===== src/rtl/serdes_align_ctrl.sv =====
// Deserializer word-alignment controller: bitslips through every phase, then steps the input delay, until the training word repeats.
// Outputs are decoded from the registered state; pll_lock loss aborts to IDLE from any state.
module serdes_align_ctrl #(
  parameter int               WIDTH       = 4,
  parameter logic [WIDTH-1:0] PATTERN     = 4'b0011,
  parameter int               MATCH_COUNT = 8,
  parameter int               SLIP_WAIT   = 4,
  parameter logic [5:0]       MAX_TAP     = 6'd63
) (
  input  logic             clk,
  input  logic             reset,
  input  logic             start,
  input  logic             pll_lock,
  input  logic             data_valid,
  input  logic [WIDTH-1:0] des_data,
  input  logic [5:0]       dly_tap_value,
  output logic             bitslip_adj,
  output logic             dly_adj,
  output logic             dly_incdec,
  output logic             dly_load,
  output logic             fifo_rst,
  output logic             busy,
  output logic             aligned,
  output logic             align_error,
  output logic [3:0]       slip_count
);

  typedef enum logic [2:0] {
    S_IDLE, S_LOAD, S_CHECK, S_SLIP, S_DSTEP, S_SETTLE, S_LOCKED, S_FAIL
  } state_t;

  localparam logic [7:0] MATCH_LAST  = 8'(MATCH_COUNT - 1);
  localparam logic [7:0] SETTLE_LAST = 8'(SLIP_WAIT - 1);
  localparam logic [3:0] SLIP_LAST   = 4'(WIDTH - 1);

  state_t     state, state_nxt;
  logic [7:0] match_cnt;
  logic [7:0] settle_cnt;
  logic       word_hit;
  logic       abort;

  assign word_hit = (des_data == PATTERN);
  assign abort    = !pll_lock && (state != S_IDLE);

  always_comb begin
    state_nxt = state;
    case (state)
      S_IDLE, S_LOCKED, S_FAIL: if (start && pll_lock) state_nxt = S_LOAD;
      S_LOAD:                   state_nxt = S_SETTLE;
      S_SETTLE:                 if (settle_cnt == SETTLE_LAST) state_nxt = S_CHECK;
      S_CHECK: begin
        if (data_valid) begin
          if (word_hit) begin
            if (match_cnt == MATCH_LAST) state_nxt = S_LOCKED;
          end else if (slip_count < SLIP_LAST) begin
            state_nxt = S_SLIP;
          end else if (dly_tap_value < MAX_TAP) begin
            state_nxt = S_DSTEP;
          end else begin
            state_nxt = S_FAIL;
          end
        end
      end
      S_SLIP, S_DSTEP:          state_nxt = S_SETTLE;
      default:                  state_nxt = S_IDLE;
    endcase
    // Losing the PLL overrides every other transition.
    if (abort) state_nxt = S_IDLE;

    bitslip_adj = (state == S_SLIP);
    dly_adj     = (state == S_DSTEP);
    dly_incdec  = (state == S_DSTEP);
    dly_load    = (state == S_LOAD);
    fifo_rst    = (state == S_LOAD);
    aligned     = (state == S_LOCKED);
    align_error = (state == S_FAIL);
    busy        = (state != S_IDLE) && (state != S_LOCKED) && (state != S_FAIL);
  end

  always_ff @(posedge clk) begin
    if (reset) begin
      state      <= S_IDLE;
      match_cnt  <= 8'd0;
      settle_cnt <= 8'd0;
      slip_count <= 4'd0;
    end else begin
      state      <= state_nxt;
      settle_cnt <= (state == S_SETTLE) ? settle_cnt + 8'd1 : 8'd0;
      // Counter side effects of a state are dropped when that state is aborted.
      if (!abort) begin
        case (state)
          S_LOAD: begin
            match_cnt  <= 8'd0;
            slip_count <= 4'd0;
          end
          S_SETTLE: match_cnt <= 8'd0;
          S_CHECK:  if (data_valid) match_cnt <= word_hit ? match_cnt + 8'd1 : 8'd0;
          S_SLIP:   slip_count <= slip_count + 4'd1;
          S_DSTEP:  slip_count <= 4'd0;
          default:  ;
        endcase
      end
    end
  end

endmodule


===== config.mk =====
export PLATFORM = sky130hd
export DESIGN_NAME = serdes_align_ctrl
export DESIGN_NICKNAME = d
export VERILOG_FILES = /design/src/rtl/serdes_align_ctrl.sv
export SDC_FILE = /design/constraint.sdc
export NUM_CORES = 1
export LEC_CHECK = 0
export CAP_MARGIN = 30
export CORE_MARGIN = 2
export CORE_UTILIZATION = 65
export DETAILED_ROUTE_END_ITERATION = 12
export DONT_BUFFER_PORTS = 1
export PLACE_DENSITY_LB_ADDON = 0.15
export SLEW_MARGIN = 20
export SYNTH_ARGS = -nofsm -noshare
export SYNTH_HDL_FRONTEND = slang
export SYNTH_SLANG_ARGS = --single-unit

===== constraint.sdc =====
create_clock -name clk -period 5.8 [get_ports clk]
set_input_delay 1.45 -clock clk [delete_from_list [all_inputs] [get_ports clk]]
set_output_delay 1.45 -clock clk [all_outputs]
set_load 0.005 [all_outputs]

==> results of run 1 <==
-- Yosys cell counts, types with 3 or more instances --
cell	count	area, µm²
nor2_1	25	93.8
dfxtp_1	23	460
nand2_1	8	30.0
nand3_1	8	40.0
xnor2_1	8	70.1
xor2_1	7	61.3
a21oi_1	5	25.0
and2_1	4	25.0
clkbuf_1	4	15.0
nand4_1	4	25.0
nor3_1	4	20.0
o21ai_0	4	20.0
and3_1	3	18.8
ha_1	3	37.5
inv_1	3	11.3
nor2b_1	3	18.8
nor3b_1	3	22.5
-- layer usage --
metal  vias up  GRT usage  wire length (µm)
met2        26      0.363              1060
met4         0     0.0973                30
li1        513          -                 -
met3         4     0.0755               113
met5         -          0                 0
met1       449      0.280              1010
-- critical path, cell delays in order (launching register included) --
cell	delay (ps)
dfxtp_1	590
nor2b_1	320
and2_1	230
-- state kept, by name, indices dropped and copies added, names as in the netlist --
register and cells:
settle_cnt 8, slip_count 4, match_cnt 8, state 3
-- final cells by class --
cell class / count / area share
Multi-Input combinational cell: 116 / 0.581
Sequential cell: 23 / 0.362
Clock buffer: 3 / 0.0177
Clock inverter: 1 / 0.00590
Tap cell: 25 / 0.0246
Inverter: 3 / 0.00885
-- power by group through the flow --
stage	logic [W]	clock network (W)	registers, W
final	0.000111	0.0000738	0.000197
after global placement	0.000109	0	0.000199
after CTS	0.000112	0.0000771	0.000197
after detailed placement	0.000111	0	0.000200
after global routing	0.000125	0.0000839	0.000201
after floorplan	0.000122	0	0.000183
-- how the worst max path moves through the flow --
stage / depth (start not counted) / end / slack [ps] / startpoint
4_1_cts: 2 / dly_load / 2890 / state[0]
3_3_place_gp: 5 / state[2] / 3000 / des_data[3]
6_report: 2 / dly_load / 2910 / state[0]
2_1_floorplan: 6 / state[0] / 3120 / pll_lock
3_5_place_dp: 4 / match_cnt[4] / 2980 / data_valid
5_1_grt: 2 / dly_load / 2760 / state[0]
-- through the flow --
step | utilization | total power [W] | cells
finish | 0.721 | 0.000381 | 171
global route | 0.721 | 0.000410 | 171
CTS | 0.721 | 0.000386 | 171
detailed placement | 0.704 | 0.000311 | 167
global placement | 0.704 | 0.000308 | 167
floorplan | - | 0.000304 | 149
-- kinds of logic after synthesis --
| family | count (synthesis) | share of synthesized area |
|---|---|---|
| buffers and inverters | 10 | 0.0419 |
| DFF | 23 | 0.368 |
| AOI/OAI and AO/OA | 21 | 0.122 |
| xor gates and xnor gates | 15 | 0.105 |
| muxes | 1 | 0.00799 |
| and+or+nand+nor | 76 | 0.326 |
| adders and majority gates | 3 | 0.0300 |
==> results by group, run 1 <==
Run status
  • Status: finished clean

Global routing
  • Grt ovf: 0
  • GRT Total Usage: 0.228
  • Initial antenna violation count: 0
  • Maximum number of pins on one net before global-route repair: 17
  • First-pass GRT wire length: 3.62 mm
  • Vias in the first global route: 905

Floorplanning
  • Core Region: 1760 µm²
  • # IOs: 27
  • FP Rows: 15
  • Initial core utilization: 0.710
  • Die width: 47.9 µm
  • Die span in y: 47.9 µm
  • DIE AREA: 2290 µm²

Synthesis
  • Ys flop type: dfxtp_1
  • YS warnings: 0
  • Mapped Area: 1250 µm²
  • Async SR Flop Fraction: 0
  • Cell count after synthesis: 149
  • Post-Syn Nets: 167
  • Register bit total from synthesis: 23
  • Post-synthesis sequential area ratio: 0.368
  • EDFF count, synth: 0
  • Distinct cell type count after synthesis: 43
  • Syn Area/Cell: 8.41 µm²

Run
  • Number of max-cap violations: 0

Worst setup path
  • Reg-to-reg slack, setup: 3700 ps
  • Worst EP arrival: 1440 ps
  • Worst setup EP type: output port
  • Worst R2R End: match_cnt[6]
  • WP data required: 4350 ps
  • Critical R2R Launch: state[1]
  • Worst r2r path cells: 4
  • Critical path type: reg2out
  • CP startpoint kind: flop
  • Worst Path Max Fanout: 14

Clock network
  • CTS H-tree lvls: 1
  • Clock buffer depth: 2
  • Post-CTS sizing: 0
  • Worst-Skew Late Latency: 300 ps
  • Clock sinks: 23
  • TritonCTS clock tree: built
  • Clock-pin slew on the worst setup and hold paths: 130 ps
  • Post-CTS Repair Setup Buffers: 0
  • Num CTS Buffers: 3
  • Hold_buf cts: 0
  • Root buf cell: clkbuf_4

Worst hold path
  • Hold_sp: settle_cnt[0]
  • WHS Endpoint: settle_cnt[0]
  • Hold Crit Depth: 1
  • Hold Crit Class: reg2reg

Layout
  • Commonest non-fill, non-tap cell in the layout: nor2_1
  • N_diodes: 0
  • Multi-input logic area: 739 µm²
  • Commonest non-fill, non-tap cells in the layout: nor2_1, dfxtp_1, nand2_1, xnor2_1, nand3_1
  • Nets: 165
  • Layout cell share with drive strength beyond 1: 0.0753
  • Fillers: 168
  • Design area: 1270 µm²
  • Area growth from synthesis to layout: 1.60%
  • Sequential cell area: 460 µm²

Placed design
  • Setup WS pre-CTS: 2980 ps
  • I/O Buffers: 0
  • Placer Congestion: 0.776
  • Placement Cell Area: 1240 µm²
  • Final HPWL DP: 1.70 mm

Drt
  • Via count: 992
  • WL/cell: 13.0 µm
  • Via density: 5.80
  • Routed Antenna Nets: 0
  • DRT Wirelength: 2.22 mm
  • DR iter-0 viols: 16
  • Post-route DRC: 0
  • DR pass1 iterations: 4

Timing
  • Slew Limit Fails: 0
  • Final Setup Violations: 0
  • Final hold slack: 484 ps
  • Final period util: 0.498
  • Hold Fails Final Rpt: 0
  • Slew Limit Headroom: 0.612
  • Clk_skew: 2.36 ps
  • Setup TNS: 0 ps
  • Fmax: 346 MHz
  • Slew of the pin with the lowest slew margin: 574 ps
  • Fin crit period: 2890 ps
  • RSZ-0062 raised after global routing: false
  • Final WS setup: 2910 ps

Pwr
  • Power share of the combinational group: 0.290
  • P_sw: 0.000134 W
  • Switching part of the total: 0.352
  • Worst VDD drop: 182 µV
  • Cell area power density: 300 nW/µm²
  • Seq pwr share: 0.517
  • Leakage power: 0.475 nW
  • Clock share of power: 0.193
  • Pint: 0.000247 W
Note: power is estimated with default switching activity, not from simulation.
==> run 2: changes to the inputs <==
--- a/config.mk
+++ b/config.mk
@@ -7,7 +7,7 @@
 export LEC_CHECK = 0
 export CAP_MARGIN = 30
 export CORE_MARGIN = 2
-export CORE_UTILIZATION = 65
+export CORE_UTILIZATION = 55
 export DETAILED_ROUTE_END_ITERATION = 12
 export DONT_BUFFER_PORTS = 1
 export PLACE_DENSITY_LB_ADDON = 0.15
==> constraint.sdc (replaced) <==
create_clock -name clk -period 2.45 [get_ports clk]
set_input_delay 0.6125 -clock clk [delete_from_list [all_inputs] [get_ports clk]]
set_output_delay 0.6125 -clock clk [all_outputs]
set_load 0.005 [all_outputs]
==> results by group, run 2 (synthesis results as in run 1) <==
Run status
  • Status: finished clean

Clock network
  • TritonCTS clock tree: built
  • Hold_buf cts: 0 (unchanged)
  • Clock-pin slew on the worst setup and hold paths: 130 ps (about the same)
  • Clock sinks: 23 (unchanged)
  • Post-CTS sizing: 0 (unchanged)
  • Clock buffer depth: 2 (unchanged)
  • CTS H-tree lvls: 1 (unchanged)
  • Root buf cell: clkbuf_4
  • Num CTS Buffers: 3 (unchanged)
  • Worst-Skew Late Latency: 310 ps (about the same)
  • Post-CTS Repair Setup Buffers: 0 (unchanged)

Global routing
  • First-pass GRT wire length: 3.93 mm (+8.6%)
  • Maximum number of pins on one net before global-route repair: 15 (-2)
  • Vias in the first global route: 920 (+1.7%)
  • Initial antenna violation count: 0 (unchanged)
  • Grt ovf: 0 (unchanged)
  • GRT Total Usage: 0.195 (-0.0324)

Floorplanning
  • Die span in y: 51.7 µm (+8.0%)
  • FP Rows: 17 (+2)
  • Core Region: 2190 µm² (+24%)
  • Initial core utilization: 0.572 (-0.138)
  • # IOs: 27 (unchanged)
  • Die width: 51.7 µm (+8.0%)
  • DIE AREA: 2670 µm² (+17%)

Run
  • Number of max-cap violations: 0 (unchanged)

Worst setup path
  • Worst Path Max Fanout: 14 (unchanged)
  • CP cell instances: nor2b_1 > and2_1
  • Slowest stage cell on the critical path: dfxtp_1
  • Critical path type: reg2out
  • Worst setup EP type: output port
  • WP data required: 1840 ps (-2510 ps)
  • CP bufs+invs: 0 (unchanged)
  • Reg-to-reg slack, setup: 410 ps (-3290 ps)
  • Largest stage delay on the critical path: 620 ps (+30 ps)
  • Worst R2R End: state[0]
  • Critical R2R Launch: match_cnt[3]
  • CP startpoint kind: flop
  • Worst EP arrival: 1510 ps (+70 ps)
  • CP Launch Point: state[0]
  • Top delay family on crit path: flip-flops
  • Worst r2r path cells: 5 (+1)

Placed design
  • Placement Cell Area: 1260 µm² (+1.5%)
  • I/O Buffers: 0 (unchanged)
  • Final HPWL DP: 1.71 mm (+0.64%)
  • Placer Congestion: 0.859 (+11%)

Layout
  • Layout cell share with drive strength beyond 1: 0.0878 (+0.0125)
  • Util after Layout: 0.588 (-0.133)
  • Fillers: 205 (+22%)
  • Nets: 167 (+1.2%)
  • Design area: 1290 µm² (+1.3%)
  • Commonest non-fill, non-tap cell in the layout: nor2_1
  • Biggest registers after layout: match_cnt (8), settle_cnt (8), slip_count (4)
  • Commonest non-fill, non-tap cells in the layout: nor2_1, dfxtp_1, nand2_1, xnor2_1, nand3_1
  • Area growth from synthesis to layout: 2.90%
  • N_diodes: 0 (unchanged)

Timing
  • Fin crit period: 2130 ps
  • Hold Fails Final Rpt: 0 (unchanged)
  • Clk_skew: 2.89 ps (+0.527 ps)
  • Fmax: 470 MHz
  • RSZ-0062 raised after global routing: false
  • Final hold slack: 345 ps (-139 ps)
  • Final period util: 0.868
  • Final Setup Violations: 0 (unchanged)
  • Setup TNS: 0 ps (unchanged)
  • Slew Limit Headroom: 0.590 (-0.0222)
  • Slew Limit Fails: 0 (unchanged)
  • Slew of the pin with the lowest slew margin: 614 ps (+39.8 ps)

Drt
  • DR pass1 iterations: 4 (unchanged)
  • WL/cell: 12.9 µm (-0.74%)
  • DR iter-0 viols: 14 (-2)
  • Via density: 5.72 (-1.5%)
  • Post-route DRC: 0 (unchanged)
  • Routed Antenna Nets: 0 (unchanged)
  • DRT Wirelength: 2.27 mm (+2.2%)
  • Via count: 1006 (+1.4%)

Pwr
  • Total power: 0.000928 W (+140%)
  • Switching part of the total: 0.356 (+0.00393)
  • Worst VDD drop: 494 µV (+170%)
  • Leakage power: 0.489 nW (+2.9%)
  • Clock share of power: 0.193 (about the same)
  • Cell area power density: 720 nW/µm² (+140%)
  • Pint: 0.000598 W (+140%)
  • Power share of the combinational group: 0.316 (+0.026)
  • Seq pwr share: 0.491 (-0.026)
  • P_sw: 0.000331 W (+150%)

Worst hold path
  • Hold_sp: reset
  • Hold Crit Depth: 1 (unchanged)
  • Hold Crit Class: in2reg
  • WHS Endpoint: slip_count[1]
run 2: cell types whose count changed in the layout (fill, tap and decap cells not counted), sizes merged:
cell	delta
clkinvlp	-1
buf	+2
clkinv	+1
run 2: layout make-up:
cell class | count | area (µm²) | share of cell area
Clock inverter | 1 | 5.00 | 0.00388
Tap cell | 28 | 35.0 | 0.0272
Sequential cell | 23 | 460 | 0.357
Inverter | 3 | 11.3 | 0.00874
Clock buffer | 3 | 22.5 | 0.0175
Timing Repair Buffer | 2 | 15.0 | 0.0117
Multi-Input combinational cell | 116 | 739 | 0.574
run 2: worst max path at each step:
stage                 endpoint  depth (start not counted)  slack [ps]
finish                fifo_rst                          2         320
global route           dly_adj                          1         200
CTS                 dly_incdec                          1         320
detailed placement    state[0]                          5         420
global placement      state[0]                          5         470
floorplan             state[0]                          5         530
run 2: through the flow:
stage	instances	setup slack (ps)
after detailed placement	172	416
final	176	323
after global placement	172	466
after CTS	176	320
after floorplan	149	529
after global routing	176	201
run 2: power groups by stage:
stage	clock network (W)	logic, W	registers [W]
after CTS	0.000185	0.000295	0.000456
after global routing	0.000201	0.000334	0.000465
after detailed placement	0	0.000293	0.000464
final	0.000179	0.000293	0.000456
after floorplan	0	0.000288	0.000432
after global placement	0	0.000289	0.000462
run 2: per-layer routing:
layer	up-vias	global-route usage	share of wire
li1	516	-	-
met1	463	0.267	0.48
met2	22	0.297	0.45
met3	5	0.0402	0.049
met4	0	0.0833	0.017
met5	-	0	0
